--- src/rtl/jtpopeye_inputs_pkg.sv ---
// Key codes and joystick bit layout shared by the cabinet input block.
// Key codes are {extended, code[7:0]}.
package jtpopeye_inputs_pkg;

   localparam int NKEYS    = 21;
   localparam int K_START0 = 16;
   localparam int K_COIN0  = 18;
   localparam int K_PAUSE  = 20;

   localparam logic [8:0] KC_P1_UP = 9'h175;
   localparam logic [8:0] KC_P1_DN = 9'h172;
   localparam logic [8:0] KC_P1_LF = 9'h16B;
   localparam logic [8:0] KC_P1_RT = 9'h174;
   localparam logic [8:0] KC_P1_B0 = 9'h014;
   localparam logic [8:0] KC_P1_B1 = 9'h011;
   localparam logic [8:0] KC_P1_B2 = 9'h029;
   localparam logic [8:0] KC_P1_B3 = 9'h012;
   localparam logic [8:0] KC_P2_UP = 9'h02D;
   localparam logic [8:0] KC_P2_DN = 9'h02B;
   localparam logic [8:0] KC_P2_LF = 9'h023;
   localparam logic [8:0] KC_P2_RT = 9'h034;
   localparam logic [8:0] KC_P2_B0 = 9'h01C;
   localparam logic [8:0] KC_P2_B1 = 9'h01B;
   localparam logic [8:0] KC_P2_B2 = 9'h015;
   localparam logic [8:0] KC_P2_B3 = 9'h01D;
   localparam logic [8:0] KC_START1 = 9'h005;
   localparam logic [8:0] KC_START2 = 9'h006;
   localparam logic [8:0] KC_COIN1  = 9'h004;
   localparam logic [8:0] KC_COIN2  = 9'h003;
   localparam logic [8:0] KC_PAUSE  = 9'h00C;

   // Key index p*8+j lines up with joystick bit j of player p (0 rt, 1 lf, 2 dn, 3 up, 4.. buttons).
   function automatic logic [8:0] key_code(input int k);
      logic [8:0] c;
      case (k)
         0:  c = KC_P1_RT;  1:  c = KC_P1_LF;  2:  c = KC_P1_DN;  3:  c = KC_P1_UP;
         4:  c = KC_P1_B0;  5:  c = KC_P1_B1;  6:  c = KC_P1_B2;  7:  c = KC_P1_B3;
         8:  c = KC_P2_RT;  9:  c = KC_P2_LF;  10: c = KC_P2_DN;  11: c = KC_P2_UP;
         12: c = KC_P2_B0;  13: c = KC_P2_B1;  14: c = KC_P2_B2;  15: c = KC_P2_B3;
         16: c = KC_START1; 17: c = KC_START2; 18: c = KC_COIN1;  19: c = KC_COIN2;
         default: c = KC_PAUSE;
      endcase
      return c;
   endfunction

   function automatic int jb_btn(input int b);   return 4 + b; endfunction
   function automatic int jb_start(input int nb); return 4 + nb; endfunction
   function automatic int jb_coin(input int nb);  return 5 + nb; endfunction
   function automatic int jb_pause(input int nb); return 6 + nb; endfunction

endpackage

--- src/rtl/jtpopeye_coin_stretch.sv ---
// Stretches a coin request into a fixed-length active-low pulse; only a fresh
// press while idle starts a pulse.
module jtpopeye_coin_stretch #(
   parameter int COIN_CYCLES = 16384
) (
   input  logic i_clk,
   input  logic i_rst,
   input  logic i_clr,
   input  logic i_req,
   output logic o_coin_n
);

   localparam int CW = $clog2(COIN_CYCLES + 1);

   logic [CW-1:0] r_cnt;
   logic          r_req_d;

   always_ff @(posedge i_clk or posedge i_rst) begin
      if (i_rst) begin
         r_cnt   <= '0;
         r_req_d <= 1'b0;
      end else begin
         // edge history tracks even through a clear so a held coin never retriggers
         r_req_d <= i_req;
         if (i_clr)
            r_cnt <= '0;
         else if (r_cnt != '0)
            r_cnt <= r_cnt - 1'b1;
         else if (i_req && !r_req_d)
            r_cnt <= CW'(COIN_CYCLES);
      end
   end

   assign o_coin_n = (r_cnt == '0);

endmodule

--- src/rtl/jtpopeye_cab_inputs.sv ---
// Cabinet inputs: merges PS/2 key events and HPS joysticks into active-low
// game controls with autofire, coin stretching and a pause toggle.
module jtpopeye_cab_inputs
   import jtpopeye_inputs_pkg::*;
#(
   parameter int PLAYERS     = 2,
   parameter int BUTTONS     = 1,
   parameter int COIN_CYCLES = 16384,
   parameter int AF_DIV      = 1048576
) (
   input  logic                          i_clk,
   input  logic                          i_rst,
   input  logic                          i_soft_rst,
   input  logic                          i_downloading,
   input  logic [10:0]                   i_ps2_key,
   input  logic [16*PLAYERS-1:0]         i_joystick,
   input  logic [BUTTONS-1:0]            i_autofire_en,
   output logic [PLAYERS*(4+BUTTONS)-1:0] o_joy_n,
   output logic [PLAYERS-1:0]            o_start_n,
   output logic [PLAYERS-1:0]            o_coin_n,
   output logic                          o_pause
);

   localparam int JW       = 4 + BUTTONS;
   localparam int AFW      = $clog2(AF_DIV);
   localparam int JB_START = jb_start(BUTTONS);
   localparam int JB_COIN  = jb_coin(BUTTONS);
   localparam int JB_PAUSE = jb_pause(BUTTONS);

   logic                         r_old_tgl, r_armed;
   logic [NKEYS-1:0]             r_key;
   logic [AFW-1:0]               r_af_cnt;
   logic                         r_af_phase;
   logic [PLAYERS-1:0][JW-1:0]   r_joy_n;
   logic [PLAYERS-1:0]           r_start_n;
   logic                         r_pause, r_pause_req_d;

   logic                         w_event, w_clr;
   logic [BUTTONS-1:0]           w_af;
   logic [PLAYERS-1:0][JW-1:0]   w_joy_req;
   logic [PLAYERS-1:0]           w_start_req, w_pause_js;
   logic                         w_pause_req;
   logic                         w_unused;

   assign w_event = r_armed && (i_ps2_key[10] != r_old_tgl);
   assign w_clr   = i_soft_rst || i_downloading;

   always_ff @(posedge i_clk or posedge i_rst) begin
      if (i_rst) begin
         r_old_tgl <= 1'b0;
         r_armed   <= 1'b0;
         r_key     <= '0;
      end else begin
         r_old_tgl <= i_ps2_key[10];
         r_armed   <= 1'b1;
         if (w_clr)
            r_key <= '0;
         else if (w_event)
            for (int k = 0; k < NKEYS; k++)
               if (i_ps2_key[8:0] == key_code(k)) r_key[k] <= i_ps2_key[9];
      end
   end

   always_ff @(posedge i_clk or posedge i_rst) begin
      if (i_rst) begin
         r_af_cnt   <= '0;
         r_af_phase <= 1'b0;
      end else if (r_af_cnt == AFW'(AF_DIV - 1)) begin
         r_af_cnt   <= '0;
         r_af_phase <= ~r_af_phase;
      end else begin
         r_af_cnt   <= r_af_cnt + 1'b1;
      end
   end

   assign w_af = ~i_autofire_en | {BUTTONS{r_af_phase}};

   for (genvar p = 0; p < PLAYERS; p++) begin : g_pl
      logic w_coin_req;
      // the keyboard only drives the first two players
      if (p < 2) begin : g_key
         assign w_joy_req[p][3:0] = i_joystick[16*p +: 4] | r_key[8*p +: 4];
         for (genvar b = 0; b < BUTTONS; b++) begin : g_btn
            assign w_joy_req[p][4+b] =
               (i_joystick[16*p + jb_btn(b)] | r_key[8*p + 4 + b]) & w_af[b];
         end
         assign w_start_req[p] = i_joystick[16*p + JB_START] | r_key[K_START0 + p];
         assign w_coin_req     = i_joystick[16*p + JB_COIN]  | r_key[K_COIN0 + p];
      end else begin : g_nokey
         assign w_joy_req[p][3:0] = i_joystick[16*p +: 4];
         for (genvar b = 0; b < BUTTONS; b++) begin : g_btn
            assign w_joy_req[p][4+b] = i_joystick[16*p + jb_btn(b)] & w_af[b];
         end
         assign w_start_req[p] = i_joystick[16*p + JB_START];
         assign w_coin_req     = i_joystick[16*p + JB_COIN];
      end
      assign w_pause_js[p] = i_joystick[16*p + JB_PAUSE];

      jtpopeye_coin_stretch #(.COIN_CYCLES(COIN_CYCLES)) u_coin (
         .i_clk    (i_clk),
         .i_rst    (i_rst),
         .i_clr    (i_downloading),
         .i_req    (w_coin_req),
         .o_coin_n (o_coin_n[p])
      );
   end

   assign w_pause_req = r_key[K_PAUSE] | (|w_pause_js);

   always_ff @(posedge i_clk or posedge i_rst) begin
      if (i_rst) begin
         r_joy_n       <= '1;
         r_start_n     <= '1;
         r_pause       <= 1'b0;
         r_pause_req_d <= 1'b0;
      end else begin
         r_joy_n       <= i_downloading ? '1 : ~w_joy_req;
         r_start_n     <= i_downloading ? '1 : ~w_start_req;
         r_pause_req_d <= w_pause_req;
         if (w_clr)
            r_pause <= 1'b0;
         else if (w_pause_req && !r_pause_req_d)
            r_pause <= ~r_pause;
      end
   end

   assign o_joy_n   = r_joy_n;
   assign o_start_n = r_start_n;
   assign o_pause   = r_pause;

   // joystick bits above the pause bit and unmapped button keys are don't-cares
   assign w_unused = ^{i_joystick, r_key};

endmodule

--- config.mk ---
export PLATFORM = sky130hd
export DESIGN_NAME = jtpopeye_cab_inputs
export DESIGN_NICKNAME = d
export VERILOG_FILES = /design/src/rtl/jtpopeye_inputs_pkg.sv /design/src/rtl/jtpopeye_coin_stretch.sv /design/src/rtl/jtpopeye_cab_inputs.sv
export SDC_FILE = /design/constraint.sdc
export NUM_CORES = 1
export LEC_CHECK = 0
export BUFFER_PORTS_ARGS = -buffer_cell sky130_fd_sc_hd__buf_2
export CORE_MARGIN = 1
export CORE_UTILIZATION = 40
export CTS_BUF_LIST = sky130_fd_sc_hd__clkbuf_4
export DETAILED_ROUTE_END_ITERATION = 12
export SLEW_MARGIN = 10
export SYNTH_ARGS = -nofsm -noshare
export SYNTH_HDL_FRONTEND = slang
export SYNTH_SLANG_ARGS = --single-unit
--- constraint.sdc ---
create_clock -name i_clk -period 3.1 [get_ports i_clk]
set_input_delay 0.62 -clock i_clk [delete_from_list [all_inputs] [get_ports i_clk]]
set_output_delay 0.62 -clock i_clk [all_outputs]
set_load 0.005 [all_outputs]
==> metrics.cfg, run 1 <==
[floorplan]
io_pins=63
die_w_um=102
start_util=0.412
std_cell_rows=36
dieHeight_um=102
core_um2=9730
dieArea_um2=10400

[clock_tree]
clk_pin_slew_ns=0.14
root_buffer=clkbuf_4
clock_sinks=84
cts_max_level=3
clk_latency_ns=0.43
post_cts_buffers=0
cts_resized=0
cts_buffer_depth=2
numCtsBuffers=9
hold_buffers=0
tritoncts=built

[cells_and_area]
final_util=0.469
antenna_cells=0
synthToLayoutAreaGrowth_pct=13.8
fin_nets=487
drive_gt1_frac=0.219

[pwr]
p_per_area_nw_per_um2=723
p_leak_nw=2.07
ir_drop_mv=0.387

[critical_path]
r2r-end=g_pl[0].u_coin.r_cnt[1]$_DFFE_PP0P_
reg2reg_slack_ns=0.99
critical_path_peak_fanout=5
crit_type=flip-flop to output pin
reg2regPathDepth=6
arrival_ns=2.19
required_ns=2.48
crit_path_end_kind=output pin
r2r_start=g_pl[0].u_coin.r_cnt[0]$_DFFE_PP0P_
start_kind=flip-flop
cp_top_family=simple AND/OR/NAND/NOR gates
cp_slowest_cell=or4b_2
slowest_delay_ns=0.63
cp_num_buf_inv=2
endpoint=o_coin_n[0]
critical_path.cell_chain=inv_1 > ha_1 > or4b_2 > nor4_4 > buf_2
worstSetupPathDepth=5
startpoint=g_pl[0].u_coin.r_cnt[0]$_DFFE_PP0P_

[global_routing]
grt_max_degree=46
grt_pass1_vias=2865
grt_antenna_before_repair=0
grt_pass1_wl_mm=13.6
grtUsageTotal=0.168
grt_overflow=0

[route]
dr.pass1.iters=4
drc_errors=0
met1_length_mm=3.90
routed_via_density=5.16
drt_iter0_drc=110
met2_length_mm=3.69
met3_length_um=290
avgRoutedWirePerCell_um=13.9
highest_layer=met4
ant_nets=0
finalWirelength_mm=7.97
vias=2952

[sta]
finalSetupViolCount=0
fmax_mhz=356
setup_tns_ns=0
final_max_slew_viol_count=0
rsz0062_at_grt=no
finalCriticalPeriod_ns=2.81
clock_skew_ns=0.0187
finalCritPeriodShare=0.905
hold_viol=0
tightest_slew_ns=0.853
slew-limit-headroom=0.430

[placement]
hpwl_mm=5.48
numPortBuffers=46
gp_congestion=0.821

[logic_synthesis]
synth_cells=384
synth_nets=437
ys.flop_type=dfrtp_1
syn_area_um2=4010
avgSynthCellArea_um2=10.4
synth_async_sr_flop_share=1.00
yosysUniqueCellTypes=46
synth_edf_count=0
ys_seq_area_frac=0.528
yosys_warnings=0
ys_ff_latch=84

[status]
outcome=completed

[job]
drv_cap=0

[hold_path]
hp-class=input pin to async pin

layout make-up:
| type | instances | area, um^2 |
|---|---|---|
| sequential | 84 | 2120 |
| clock inverter | 6 | 88.8 |
| fill | 959 | 5170 |
| multi-input combinational | 274 | 1780 |
| clock buffer | 10 | 75.1 |
| tap | 133 | 166 |
| timing repair buffer | 52 | 288 |
| inverter | 13 | 50.0 |
metal layers:
metal | GRT usage | vias up
li1 | - | 1465
met4 | 0.0648 | 0
met5 | 0 | -
met1 | 0.228 | 1427
met2 | 0.266 | 53
met3 | 0.0308 | 7
worst register-to-register path, cell delays in order (launching register included):
cell     delay [ns]
dfrtp_1        0.43
inv_1          0.09
ha_1           0.18
or4b_2         0.63
nor4_4         0.26
mux2_2         0.38
nor2_1         0.08
per-stage QoR:
| stage | instances | hold WS, ns | worst slack [ns] | power (mW) | instance area [um^2] |
|---|---|---|---|---|---|
| 4_1_cts | 572 | 0.264 | 0.255 | 3.34 | 4560 |
| 3_5_place_dp | 556 | 0.410 | 0.731 | 2.60 | 4400 |
| 6_report | 572 | 0.251 | 0.293 | 3.30 | 4560 |
| 2_1_floorplan | 384 | 0.394 | 0.335 | 2.37 | 4010 |
| 5_1_grt | 572 | 0.280 | 0.100 | 3.56 | 4560 |
| 3_3_place_gp | 556 | 0.408 | 0.764 | 2.57 | 4400 |
cell families after synthesis:
family	after synthesis	share of synthesized area
simple gates	167	0.229
fa+ha+maj	5	0.0156
flops	84	0.528
buf+inv	26	0.0290
xor+xnor	33	0.0721
compound gates	53	0.0874
mux	15	0.0384
other cells	1	0.000935
sequential cells by signal (all words and copies together) (netlist names), 2 cells and up:
name and count:
r_key 15, o_joy_n 10, g_pl.u_coin.r_cnt 30, r_af_cnt 20
o_start_n 2, g_pl.u_coin.r_req_d 2
where the power goes:
part	internal (mW)	total [mW]	leakage (nW)	switching [mW]
Combinational	0.525	1.16	0.895	0.633
Sequential	1.26	1.42	1.09	0.160
Clock	0.337	0.721	0.0842	0.384
worst min-delay path by stage:
stage / depth (start not counted) / end / slack, ns / from
finish: 2 / r_af_cnt[14]$_DFF_PP0_ / 0.25 / i_rst
detailed placement: 1 / o_joy_n[0]$_DFF_PP1_ / 0.41 / r_key[0]$_DFFE_PP0P_
global route: 1 / r_old_tgl$_DFF_PP0_ / 0.28 / i_ps2_key[10]
floorplan: 1 / o_joy_n[8]$_DFF_PP1_ / 0.39 / r_key[11]$_DFFE_PP0P_
global placement: 1 / o_joy_n[5]$_DFF_PP1_ / 0.41 / r_key[8]$_DFFE_PP0P_
CTS: 2 / r_af_cnt[12]$_DFF_PP0_ / 0.26 / i_rst
cell usage after synthesis (all sizes together) (10+ instances only):
cell type / n / area, um^2
nand3: 15 / 75.1
o21bai: 12 / 90.1
xor2: 20 / 175
nor2: 45 / 169
nand4: 16 / 100
dfstp: 12 / 315
mux2i: 12 / 120
inv: 13 / 48.8
dfrtp: 72 / 1800
a21oi: 14 / 70.1
xnor2: 13 / 114
nor3: 10 / 55.1
nand2: 27 / 101
cells in the final DEF, fill, tap and decap left out, drive strengths merged, types with 3 or more instances in the layout:
cell type,n
nand2,27
or4,3
or2,7
nor2,45
nor2b,3
nand2b,3
mux2,3
nor4,7
ha,5
or3,4
xor2,20
a21oi,14
mux2i,12
buf,52
nor3,10
clkinv,4
nand3,15
nand3b,5
o211ai,5
o21bai,12
inv,12
o21ai,7
dfstp,12
xnor2,13
nor3b,4
o31ai,7
clkbuf,10
nor4b,3
and4,4
nand4b,4
nand4,16
dfrtp,72
Power figures use the tool's default switching activity.
==> inputs of run 2 (changes only) <==
PLACE_DENSITY_LB_ADDON = 0.25   (was not set)
==> run 2 against run 1 <==
Compared with the run above:
- clock skew increased by 0.0015 ns
- worst setup slack worse by 0.051 ns
- hold slack improved by 0.019 ns
- register-to-register slack got worse by 0.04 ns
- design area is 1.4% lower
- first-iteration DRC count grew 8.2%
- flip-flop and latch count unchanged
- clock-buffer cell count down 1
- sequential power barely moved
- via count increased by 2.2%
- total power fell by 5.5%
- routed wire length grew 0.40%
==> metrics.cfg, run 2 (same netlist as run 1, synthesis figures left out) <==
[clock_tree]
clk_pin_slew_ns=0.14
post_cts_buffers=0
root_buffer=clkbuf_4
cts_max_level=3
hold_buffers=0
clk_latency_ns=0.43
cts_resized=0
clock_sinks=84
cts_buffer_depth=2
tritoncts=built
numCtsBuffers=9

[critical_path]
critical_path_peak_fanout=5
reg2regPathDepth=6
arrival_ns=2.24
r2r_start=g_pl[0].u_coin.r_cnt[0]$_DFFE_PP0P_
r2r-end=g_pl[0].u_coin.r_cnt[1]$_DFFE_PP0P_
critical_path.cell_chain=inv_1 > ha_1 > or4b_2 > nor4_4 > buf_2
slowest_delay_ns=0.63
required_ns=2.48
start_kind=flip-flop
reg2reg_slack_ns=0.95
cp_slowest_cell=or4b_2
crit_type=flip-flop to output pin
crit_path_end_kind=output pin

[status]
outcome=completed

[cells_and_area]
antenna_cells=0
fin_nets=487
synthToLayoutAreaGrowth_pct=12.1
final_cell_mix=dfrtp_1 (72), buf_2 (46), nor2_1 (45)
final_common_cell=dfrtp_1
top_regs=g_pl.u_coin.r_cnt: 30 flops, r_af_cnt: 20 flops, r_key: 15 flops
drive_gt1_frac=0.214
top_register=g_pl.u_coin.r_cnt
final_cells=572
largest_register_ffs=30

[route]
vias=3016
dr.pass1.iters=4
avgRoutedWirePerCell_um=14.0
drt_iter0_drc=119
drc_errors=0
ant_nets=0
routed_via_density=5.27
finalWirelength_mm=8.00

[placement]
gp_congestion=0.794
numPortBuffers=46
hpwl_mm=5.63
dp_cells=556

[sta]
hold_viol=0
setup_tns_ns=0
fmax_mhz=350
rsz0062_at_grt=no
slew-limit-headroom=0.420
finalSetupViolCount=0
finalCriticalPeriod_ns=2.86
final_max_slew_viol_count=0
clock_skew_ns=0.0202
finalCritPeriodShare=0.922
tightest_slew_ns=0.868

[floorplan]
std_cell_rows=36
die_w_um=102
dieArea_um2=10400
core_um2=9730
io_pins=63
dieHeight_um=102
start_util=0.412

[pwr]
p_per_area_nw_per_um2=693
p_leak_nw=2.03
finalPower_mw=3.12
ir_drop_mv=0.363

[job]
drv_cap=0

[global_routing]
grt_max_degree=42
grtUsageMet1=0.225
grt_pass1_vias=2937
use_met3=0.0404
grtUsageTotal=0.172
grt_overflow=0
grt_pass1_wl_mm=13.8
top_usage_layer=met2
grt_antenna_before_repair=0
met2_usage=0.280

[hold_path]
hp-class=input pin to async pin

-- run 2: critical path: cells and delay by family, from the launching register on --
kind	cells	cell delay [ns]
and+or+nand+nor	2	0.92
buffers and inverters	2	0.29
adders and majority gates	1	0.18
DFF	1	0.43
-- run 2: report_power, final --
part	switching [mW]	internal, mW
clock network	0.388	0.160
registers	0.163	1.26
logic	0.635	0.512
total	1.18	1.93
-- run 2: layer usage --
| layer | share of wire | up-vias | wire (um) |
|---|---|---|---|
| met5 | 0 | - | 0 |
| met3 | 0.042 | 10 | 340 |
| met2 | 0.48 | 57 | 3820 |
| met1 | 0.47 | 1488 | 3740 |
| met4 | 0.013 | 0 | 104 |
| li1 | - | 1461 | - |
-- run 2: worst max path at each step --
stage / to / startpoint / slack, ns
3_3_place_gp: o_coin_n[0] / g_pl[0].u_coin.r_cnt[0]$_DFFE_PP0P_ / 0.72
6_report: o_coin_n[0] / g_pl[0].u_coin.r_cnt[0]$_DFFE_PP0P_ / 0.24
3_5_place_dp: o_coin_n[0] / g_pl[0].u_coin.r_cnt[0]$_DFFE_PP0P_ / 0.71
2_1_floorplan: g_pl[0].u_coin.r_cnt[0]$_DFFE_PP0P_ / i_rst / 0.33
5_1_grt: o_coin_n[0] / g_pl[0].u_coin.r_cnt[0]$_DFFE_PP0P_ / 0.10
4_1_cts: o_coin_n[0] / g_pl[0].u_coin.r_cnt[0]$_DFFE_PP0P_ / 0.22
-- run 2: final cells by class --
| class | count | area [um^2] |
|---|---|---|
| well taps | 133 | 166 |
| clock inverters | 7 | 43.8 |
| flip-flops and latches | 84 | 2120 |
| inverters | 13 | 50.0 |
| repair buffers | 52 | 275 |
| fillers | 964 | 5230 |
| clock buffers | 9 | 67.6 |
| multi-input cells | 274 | 1780 |
-- run 2: through the flow --
stage,setup slack (ns),cell area [um^2],util,hold slack (ns)
2_1_floorplan,0.335,4010,-,0.394
3_3_place_gp,0.723,4390,0.451,0.407
3_5_place_dp,0.707,4390,0.451,0.414
4_1_cts,0.223,4500,0.462,0.282
5_1_grt,0.102,4500,0.462,0.273
6_report,0.242,4500,0.462,0.270
==> inputs of run 3 (changes only) <==
RECOVER_POWER = 25   (was not set)
==> run 3 against run 2 <==
Compared with the run above:
- the flow now finishes with violations (max-capacitance violations, max-slew violations)
- design area shrank 0.14%
- cell count unchanged
- total power about the same
- largest power group unchanged
==> metrics.cfg, run 3 (same netlist as run 1, synthesis figures left out) <==
[placement]
place_area_um2=4390
hpwl_mm=5.63
gp_congestion=0.794
dp_cells=556
numPortBuffers=46

[hold_path]
min_path_cells=2
hp-class=input pin to flip-flop
min-delay-start=i_joystick[5]
hold_end=o_start_n[0]$_DFF_PP1_

[sta]
clock_skew_ns=0.0198
rsz0062_at_grt=no
setup_tns_ns=0
finalSetupViolCount=0
final_max_slew_viol_count=42
finalCriticalPeriod_ns=2.86
whs_ns=0.298
tightest_slew_ns=1.85
slew-limit-headroom=-0.237
fmax_mhz=350
hold_viol=0
finalCritPeriodShare=0.922

[floorplan]
io_pins=63
std_cell_rows=36
core_um2=9730
start_util=0.412
die_w_um=102
dieArea_um2=10400
dieHeight_um=102

[clock_tree]
hold_buffers=0
root_buffer=clkbuf_4
post_cts_buffers=0
clk_latency_ns=0.43
cts_buffer_depth=2
cts_max_level=3
cts_resized=0
clock_sinks=84
tritoncts=built
numCtsBuffers=9
clk_pin_slew_ns=0.15

[pwr]
switching_share=0.380
p_per_area_nw_per_um2=694
finalPower_mw=3.12
power_frac_clock=0.175
ir_drop_mv=0.363
pwr-share-comb=0.368
p_switching_mw=1.19
p_leak_nw=2.02
seq_power_share=0.457
p_int_mw=1.93

[critical_path]
start_kind=flip-flop
crit_path_end_kind=output pin
reg2regPathDepth=6
arrival_ns=2.24
critical_path_peak_fanout=5
r2r-end=g_pl[0].u_coin.r_cnt[1]$_DFFE_PP0P_
required_ns=2.48
crit_type=flip-flop to output pin
reg2reg_slack_ns=0.94
r2r_start=g_pl[0].u_coin.r_cnt[0]$_DFFE_PP0P_

[job]
drv_cap=1

[route]
routed_via_density=5.29
avgRoutedWirePerCell_um=14.0
finalWirelength_mm=8.01
ant_nets=0
drc_errors=0
dr.pass1.iters=5
drt_iter0_drc=119
vias=3026

[cells_and_area]
drive_gt1_frac=0.207
fillCellCount=965
final_cell_mix=dfrtp_1 (72), nor2_1 (45), buf_2 (44)
fin_nets=487
stdcell_area_um2=4490
top_register=g_pl.u_coin.r_cnt
top_regs=g_pl.u_coin.r_cnt: 30 flops, r_af_cnt: 20 flops, r_key: 15 flops
largest_register_ffs=30
final_common_cell=dfrtp_1
antenna_cells=0
final_cells=572
synthToLayoutAreaGrowth_pct=12.0

[status]
violations=max-capacitance violations, max-slew violations
outcome=finished, violations left

[global_routing]
grtUsageTotal=0.172
grt_antenna_before_repair=0
grt_max_degree=42
grt_overflow=0
grt_pass1_vias=2937
grt_pass1_wl_mm=13.8

==> run 3: cell types whose count changed in the layout (fill, tap and decap cells not counted), sizes merged <==
cell and delta:
clkinv -1, clkinvlp +1, clkbuf +3, buf -3
==> run 3: worst max-delay path, cell delays in order (launching register included) <==
cell and delay [ns]:
dfrtp_1 0.43, inv_1 0.10, ha_1 0.18, or4b_2 0.63
nor4_4 0.29, buf_2 0.19
==> run 3: power groups by stage <==
stage / Combinational [mW] / Sequential [mW] / Clock, mW
5_1_grt: 1.30 / 1.45 / 0.600
3_3_place_gp: 1.12 / 1.43 / 0
6_report: 1.15 / 1.42 / 0.547
3_5_place_dp: 1.14 / 1.44 / 0
4_1_cts: 1.15 / 1.42 / 0.563
2_1_floorplan: 0.963 / 1.40 / 0
==> run 3: layout make-up <==
cell class | instances | area [um^2] | area share
sequential | 84 | 2120 | 0.471
multi-input combinational | 274 | 1780 | 0.396
timing repair buffer | 52 | 269 | 0.0599
tap | 133 | 166 | 0.0371
clock buffer | 9 | 67.6 | 0.0150
inverter | 13 | 50.0 | 0.0111
clock inverter | 7 | 43.8 | 0.00975
==> run 3: worst max-delay path by stage <==
stage,start,endpoint,slack (ns),cells past startpoint
global route,g_pl[0].u_coin.r_cnt[0]$_DFFE_PP0P_,o_coin_n[0],0.10,5
floorplan,i_rst,g_pl[0].u_coin.r_cnt[0]$_DFFE_PP0P_,0.33,1
CTS,g_pl[0].u_coin.r_cnt[0]$_DFFE_PP0P_,o_coin_n[0],0.22,5
finish,g_pl[0].u_coin.r_cnt[0]$_DFFE_PP0P_,o_coin_n[0],0.24,5
global placement,g_pl[0].u_coin.r_cnt[0]$_DFFE_PP0P_,o_coin_n[0],0.72,5
detailed placement,g_pl[0].u_coin.r_cnt[0]$_DFFE_PP0P_,o_coin_n[0],0.71,5
==> run 3: metal layers <==
metal	global-route usage	share of wire
met4	0.0637	0.013
met2	0.280	0.48
met5	0	0
met1	0.225	0.47
met3	0.0404	0.043
==> run 3: metrics by stage <==
step	util	setup WS [ns]
after floorplan	-	0.335
after global placement	0.451	0.723
after detailed placement	0.451	0.707
after CTS	0.462	0.223
after global routing	0.462	0.102
final	0.462	0.242
